**src/rtl/ref_window_feeder_pkg.sv**
```systemverilog
// ref_window_feeder_pkg: shared constants and playout state encoding for the reference window feeder
package ref_window_feeder_pkg;
  localparam int PIXEL_W = 8;
  localparam int ROW_PIX = 15;
  localparam int WIN_ROWS = 15;
  localparam int BEAT_PIX = 8;
  localparam int BEATS_PER_ROW = 2;
  localparam int BEATS_PER_WIN = BEATS_PER_ROW * WIN_ROWS;
  localparam int ROW_W = ROW_PIX * PIXEL_W;
  localparam int BEAT_W = BEAT_PIX * PIXEL_W;
  localparam int RIDX_W = $clog2(WIN_ROWS);
  localparam int BIDX_W = $clog2(BEATS_PER_WIN);
  localparam logic [RIDX_W-1:0] LAST_ROW = RIDX_W'(WIN_ROWS - 1);
  localparam logic [BIDX_W-1:0] LAST_BEAT = BIDX_W'(BEATS_PER_WIN - 1);
  typedef enum logic {IDLE, PLAY} play_state_t;
endpackage

```
**src/rtl/ref_window_feeder_if.sv**
```systemverilog
// ref_window_feeder_if: valid/ready pixel beat stream into the window feeder
// signals: valid, ready, data (pixel i at [8i+7:8i]), last (final beat of a window)
// modports: master drives beats, slave (the feeder) accepts them
interface ref_window_feeder_if;
  import ref_window_feeder_pkg::*;
  logic              valid;
  logic              ready;
  logic [BEAT_W-1:0] data;
  logic              last;
  modport master (output valid, data, last, input ready);
  modport slave (input valid, data, last, output ready);
endinterface

```
**src/rtl/ref_window_feeder_window_bank.sv**
```systemverilog
// window_bank: one 15x120 reference window buffer with a row-write port and a registered row-read port
// ports: clk; rst async active-low (clears only the read register); we/waddr/wdata row write;
//        re/raddr row read request; rdata registered row, holds while re is low
module window_bank import ref_window_feeder_pkg::*; (
  input  logic              clk,
  input  logic              rst,
  input  logic              we,
  input  logic [RIDX_W-1:0] waddr,
  input  logic [ROW_W-1:0]  wdata,
  input  logic              re,
  input  logic [RIDX_W-1:0] raddr,
  output logic [ROW_W-1:0]  rdata
);
  logic [ROW_W-1:0] mem [WIN_ROWS];
  always_ff @(posedge clk)
    if (we) mem[waddr] <= wdata;
  always_ff @(posedge clk or negedge rst)
    if (!rst) rdata <= '0;
    else if (re) rdata <= mem[raddr];
endmodule

```
**src/rtl/ref_window_feeder.sv**
```systemverilog
// ref_window_feeder: assembles 64-bit pixel beats into 15x15 windows in ping-pong banks and plays them out row by row
// ports: clk; rst async active-low; s beat stream (slave); go downstream ready level;
//        out_row/out_valid/out_first/out_last row playout; busy playout active; err_last s_last framing pulse
module ref_window_feeder import ref_window_feeder_pkg::*; (
  input  logic                clk,
  input  logic                rst,
  ref_window_feeder_if.slave  s,
  input  logic                go,
  output logic [ROW_W-1:0]    out_row,
  output logic                out_valid,
  output logic                out_first,
  output logic                out_last,
  output logic                busy,
  output logic                err_last
);
  play_state_t       state, nxt_state;
  logic [1:0]        full, full_n;
  logic              fill_ptr, rd_ptr, nxt_ptr, out_sel, beat_in_row;
  logic              accept, last_beat, free;
  logic [RIDX_W-1:0] row_idx, cur_row, nxt_row;
  logic [BEAT_W-1:0] hold;
  logic [ROW_W-1:0]  q [2];
  assign s.ready = !full[fill_ptr];
  assign accept = s.valid && s.ready;
  assign last_beat = {row_idx, beat_in_row} == LAST_BEAT;
  assign out_valid = state == PLAY;
  assign busy = out_valid;
  assign out_row = q[out_sel];
  // The bank being played is released on its last row; the other bank is judged on its
  // pre-edge full flag, so a window completing at that same edge waits one IDLE cycle.
  always_comb begin
    free = state == PLAY && cur_row == LAST_ROW;
    nxt_ptr = free ? !rd_ptr : rd_ptr;
    nxt_row = state == PLAY && !free ? cur_row + 1'b1 : '0;
    nxt_state = state == IDLE ? (full[rd_ptr] && go ? PLAY : IDLE)
              : free ? (full[!rd_ptr] && go ? PLAY : IDLE) : PLAY;
    full_n = full;
    if (free) full_n[rd_ptr] = 1'b0;
    if (accept && last_beat) full_n[fill_ptr] = 1'b1;
  end
  always_ff @(posedge clk or negedge rst)
    if (!rst) begin
      state <= IDLE;
      full <= '0;
      fill_ptr <= 1'b0;
      rd_ptr <= 1'b0;
      out_sel <= 1'b0;
      beat_in_row <= 1'b0;
      row_idx <= '0;
      cur_row <= '0;
      hold <= '0;
      out_first <= 1'b0;
      out_last <= 1'b0;
      err_last <= 1'b0;
    end else begin
      state <= nxt_state;
      rd_ptr <= nxt_ptr;
      cur_row <= nxt_row;
      full <= full_n;
      out_first <= nxt_state == PLAY && nxt_row == '0;
      out_last <= nxt_state == PLAY && nxt_row == LAST_ROW;
      if (nxt_state == PLAY) out_sel <= nxt_ptr;
      err_last <= accept && (s.last != last_beat);
      if (accept) begin
        if (!beat_in_row) hold <= s.data;
        beat_in_row <= !beat_in_row;
        if (beat_in_row) row_idx <= last_beat ? '0 : row_idx + 1'b1;
        if (last_beat) fill_ptr <= !fill_ptr;
      end
    end
  for (genvar b = 0; b < 2; b++) begin : g_bank
    window_bank u_bank (
      .clk   (clk),
      .rst   (rst),
      .we    (accept && beat_in_row && fill_ptr == 1'(b)),
      .waddr (row_idx),
      .wdata ({s.data[ROW_W-BEAT_W-1:0], hold}),
      .re    (nxt_state == PLAY && nxt_ptr == 1'(b)),
      .raddr (nxt_row),
      .rdata (q[b])
    );
  end
endmodule

```
**src/flat_wrapper.sv**
```systemverilog
// flat-port wrapper written by rule: the top's interface ports become plain ports
module ref_window_feeder_flat import ref_window_feeder_pkg::*;
  (clk, rst, go, out_row, out_valid, out_first, out_last, busy, err_last, s_valid, s_data, s_last, s_ready);
  ref_window_feeder_if s_i ();
  input  logic clk;
  input  logic rst;
  input  logic go;
  output logic [ROW_W-1:0] out_row;
  output logic out_valid;
  output logic out_first;
  output logic out_last;
  output logic busy;
  output logic err_last;
  input wire logic [$bits(s_i.valid)-1:0] s_valid;
  input wire logic [$bits(s_i.data)-1:0] s_data;
  input wire logic [$bits(s_i.last)-1:0] s_last;
  output wire logic [$bits(s_i.ready)-1:0] s_ready;
  assign s_i.valid = s_valid;
  assign s_i.data = s_data;
  assign s_i.last = s_last;
  assign s_ready = s_i.ready;
  ref_window_feeder u_core (.clk(clk), .rst(rst), .s(s_i), .go(go), .out_row(out_row), .out_valid(out_valid), .out_first(out_first), .out_last(out_last), .busy(busy), .err_last(err_last));
endmodule
```
**config.mk**
```make
export PLATFORM = sky130hd
export DESIGN_NAME = ref_window_feeder_flat
export DESIGN_NICKNAME = d
export VERILOG_FILES = /design/src/rtl/ref_window_feeder_pkg.sv /design/src/rtl/ref_window_feeder_if.sv /design/src/rtl/ref_window_feeder_window_bank.sv /design/src/rtl/ref_window_feeder.sv /design/src/flat_wrapper.sv
export SDC_FILE = /design/constraint.sdc
export NUM_CORES = 2
export LEC_CHECK = 0
export BUFFER_PORTS_ARGS = -buffer_cell sky130_fd_sc_hd__buf_2
export CAP_MARGIN = 20
export CORE_MARGIN = 2
export CORE_UTILIZATION = 56
export DETAILED_ROUTE_END_ITERATION = 6
export PLACE_DENSITY = 0.75
export SYNTH_ARGS = -nofsm -noshare
export SYNTH_HDL_FRONTEND = slang
export SYNTH_SLANG_ARGS = --single-unit
```
**constraint.sdc**
```tcl
create_clock -name clk -period 6.7 [get_ports clk]
set_clock_uncertainty 0.15 [all_clocks]
set_input_delay 0.67 -clock clk [delete_from_list [all_inputs] [get_ports clk]]
set_output_delay 0.67 -clock clk [all_outputs]
set_load 0.005 [all_outputs]
```
==> impl_metrics.ini <==
[timing]
max_freq_ghz = 0.189
finalCriticalPeriod_ps = 5300
fin_tns_setup_ps = 0
worst_pin_slew_ps = 1330
slew_headroom_pct = 11.1
setup_ws_ps = 1400
timing.final.max_slew_violations = 0
hold_viol_final = 0
finalHoldWorstSlack_ps = 48.4
min_period_over_period_pct = 79.1
rsz0062_at_grt = no
finalSetupViolations = 0

[placement]
io_buffers = 194
dp_hpwl_mm = 202
dpl_worst_slack_ps = 1580
gp_congestion = 0.802

[grt]
met3_usage_pct = 7.04
grt-ovfl-total = 0
grt_usage_pct = 31.4
grt_pass1_wl_mm = 615
use_met1_pct = 43.4
grt_pass1_vias = 87300
met2_usage_pct = 48.6
grt_max_degree = 171
grt_busiest_layer = met2
grt_antenna_before_repair = 41

[finish]
drive_gt1_share_pct = 16.2
regArea_sq_um = 116000
n_fill_cell = 17600
layout.nets = 8745
syn_to_final_growth_pct = 12.4
multi_input_area_sq_um = 30200

[drt]
firstDrtPassIters = 7
num_vias = 89500
routed_wl_mm = 434
wl_per_cell_microns = 34.6
drtAntennaViolNets = 0
drc = 13
viasPerCell = 7.14
drt_iter0_drc = 16200

[clocking]
clock_path_buffers = 4
cts_resized = 0
cts_buffers = 390
cts_tree = yes
cts-root-buf = clkbuf_16
cts_sinks = 3922
cts_max_level = 5
path_clk_slew_ps = 60
clock_latency_ps = 1000

[job]
cap_violations = 0

[floorplanning]
die_w_microns = 519
coreArea_sq_um = 265000
die_h_microns = 519
io_pins = 195
start_util_pct = 56.2
rows = 189
die-area_sq_um = 270000

[synthesis]
synth_top_cell_by_area = edfxtp_1
synth_ff_type = edfxtp_1
synthTopCellsByCount = 3600 x edfxtp_1, 398 x nand2_1, 394 x clkbuf_1, 391 x mux2_2, 361 x a21oi_1
synth_warnings = 0
synth_edf_count = 3600
async_reset_ff_share_pct = 8.21
netlist_instances = 8511
ys_ff_latch = 3922
yosysSeqAreaShare_pct = 78.1
synth_area_per_cell_sq_um = 17.5
syn_area_sq_um = 149000
synth_area_leaders = edfxtp_1 73%, dfrtp_1 5.4%, mux2_2 3.0%, mux2i_1 2.2%, a221o_1 1.8%
syn_nets = 8586
yosysTopAreaCellShare_pct = 72.7
synth.distinct_cells = 51
synth.most_common_cell = edfxtp_1

[critical_path]
required_ps = 7400
timing_worst_setup_path_type = reg -> reg
end_kind = register
critical_path_arrival_ps = 6000
path_max_fanout = 105
cp-start-kind = register

[power_and_ir_drop]
p_leak_nw = 55.0
ir_worst_vdd_mv = 0.912
p_per_area_nw_per_um2 = 504

[run_status]
outcome = finished with violations
violations = design-rule violations

[hold_path]
min_path_type = in -> reg
==> registers in the layout (all words and copies together), names as in the netlist <==
register	flops
u_core.beat_in_row	1
u_core.busy	1
u_core.cur_row	4
u_core.err_last	1
u_core.fill_ptr	1
u_core.full	2
u_core.g_bank.u_bank.mem	3600
u_core.g_bank.u_bank.rdata	240
u_core.hold	64
u_core.out_first	1
u_core.out_last	1
u_core.out_sel	1
u_core.rd_ptr	1
u_core.row_idx	4
==> stage by stage <==
step                      utilization (%)  total power (W)  cell area, sq um  std cells
after floorplan                         -           0.0510            149000       8511
after global placement               58.2           0.0613            154000      11800
after detailed placement             58.2           0.0621            154000      11800
after CTS                            63.0           0.0834            167000      12500
after global routing                 63.2           0.0869            167000      12500
final                                63.2           0.0842            167000      12500
==> layout make-up <==
class | count | area share, %
antenna | 22 | 0.0329
clock buffer | 516 | 6.38
clock inverter | 188 | 1.08
inverter | 10 | 0.0404
multi-input combinational | 3925 | 18.1
sequential | 3922 | 69.5
tap | 3533 | 2.64
timing repair buffer | 421 | 2.28
==> what timing repair did <==
item	in CTS	in global routing
endpoints found under the setup margin	0	0
endpoints found under the hold margin	285	0
hold buffers	27	0
setup buffers	0	0
==> cells in the final DEF, fill, tap and decap left out, types with 11 or more instances in the layout <==
cell type      synthesis  layout
clkinv_2               0      78
a32oi_1               64      64
o2bb2ai_1             66      66
a221o_1              272     272
clkinv_1               0      51
nor2_1                85      50
o22ai_1               32      32
dlygate4sd3_1          0      27
o211ai_1              71      71
bufinv_16              0      31
buf_12                 0      70
clkbuf_8               0      35
edfxtp_1            3600    3600
a22oi_1              241     241
o221ai_1             237     237
nor2_4                 0      36
clkbuf_16              0     394
a2bb2oi_1             44      44
mux2_2               391     391
o22a_1                44      44
buf_2                177     193
a222oi_1             206     206
mux2i_1              331     331
and2_1                71      71
nand3_1              224     223
dfrtp_1              322     320
a21oi_1              361     361
clkbuf_1             394      87
buf_4                 17     121
a31oi_1               17      17
nand2_1              398     395
o21ai_0              356     356
diode_2                0      22
mux4_2                44      44
a21o_1               137     137
nand4_1               29      29
a211oi_1             162     162
clkinvlp_4             0      11
==> critical path, stage by stage (launching register included) <==
cell	delay, ps
dfrtp_4	850
inv_8	450
ha_4	700
nor2b_1	140
nand2_4	400
inv_8	350
nor2_4	960
buf_4	620
a2bb2oi_1	170
o211ai_1	180
==> power by group <==
group	switching (W)	internal, W
Clock	0.00903	0.0124
Combinational	0.0202	0.0105
Sequential	0.00225	0.0299
Total	0.0314	0.0528
==> kinds of logic after synthesis <==
family | synth area share (%)
flip-flops | 78.1
buffers and inverters | 1.87
AND/OR/NAND/NOR | 2.51
multiplexers | 5.85
AO/OA/AOI/OAI | 11.6
adder cells (fa/ha/maj) | 0.0505
XOR/XNOR | 0.0177
==> worst paths after layout <==
| check | start | endpoint | slack (ps) | cells after the start |
|---|---|---|---|---|
| max in group asynchronous | rst | u_core.g_bank[1].u_bank.rdata[89]$_DFFE_PN0P_ | 4610 | 3 |
| max reg2reg | u_core.cur_row[0]$_DFF_PN0_ | u_core.g_bank[0].u_bank.rdata[72]$_DFFE_PN0P_ | 1400 | 9 |
| min | s_data[24] | u_core.g_bank[0].u_bank.mem[4][88]$_DFFE_PP_ | 50 | 1 |
| max | u_core.cur_row[0]$_DFF_PN0_ | u_core.g_bank[0].u_bank.rdata[72]$_DFFE_PN0P_ | 1400 | 9 |
| min reg2reg | u_core.g_bank[1].u_bank.rdata[14]$_DFFE_PN0P_ | u_core.g_bank[1].u_bank.rdata[14]$_DFFE_PN0P_ | 340 | 2 |
| min in group asynchronous | rst | u_core.g_bank[1].u_bank.rdata[73]$_DFFE_PN0P_ | 280 | 2 |
==> routing by layer <==
layer | vias to the layer above | part of all wire (%) | wire, microns
met5 | - | 0.036 | 157
met4 | 18 | 4.7 | 20200
met3 | 1186 | 14 | 59500
met2 | 7494 | 46 | 198000
met1 | 45500 | 36 | 155000
li1 | 35300 | - | -
No activity file was read; power rests on OpenSTA's default activity.
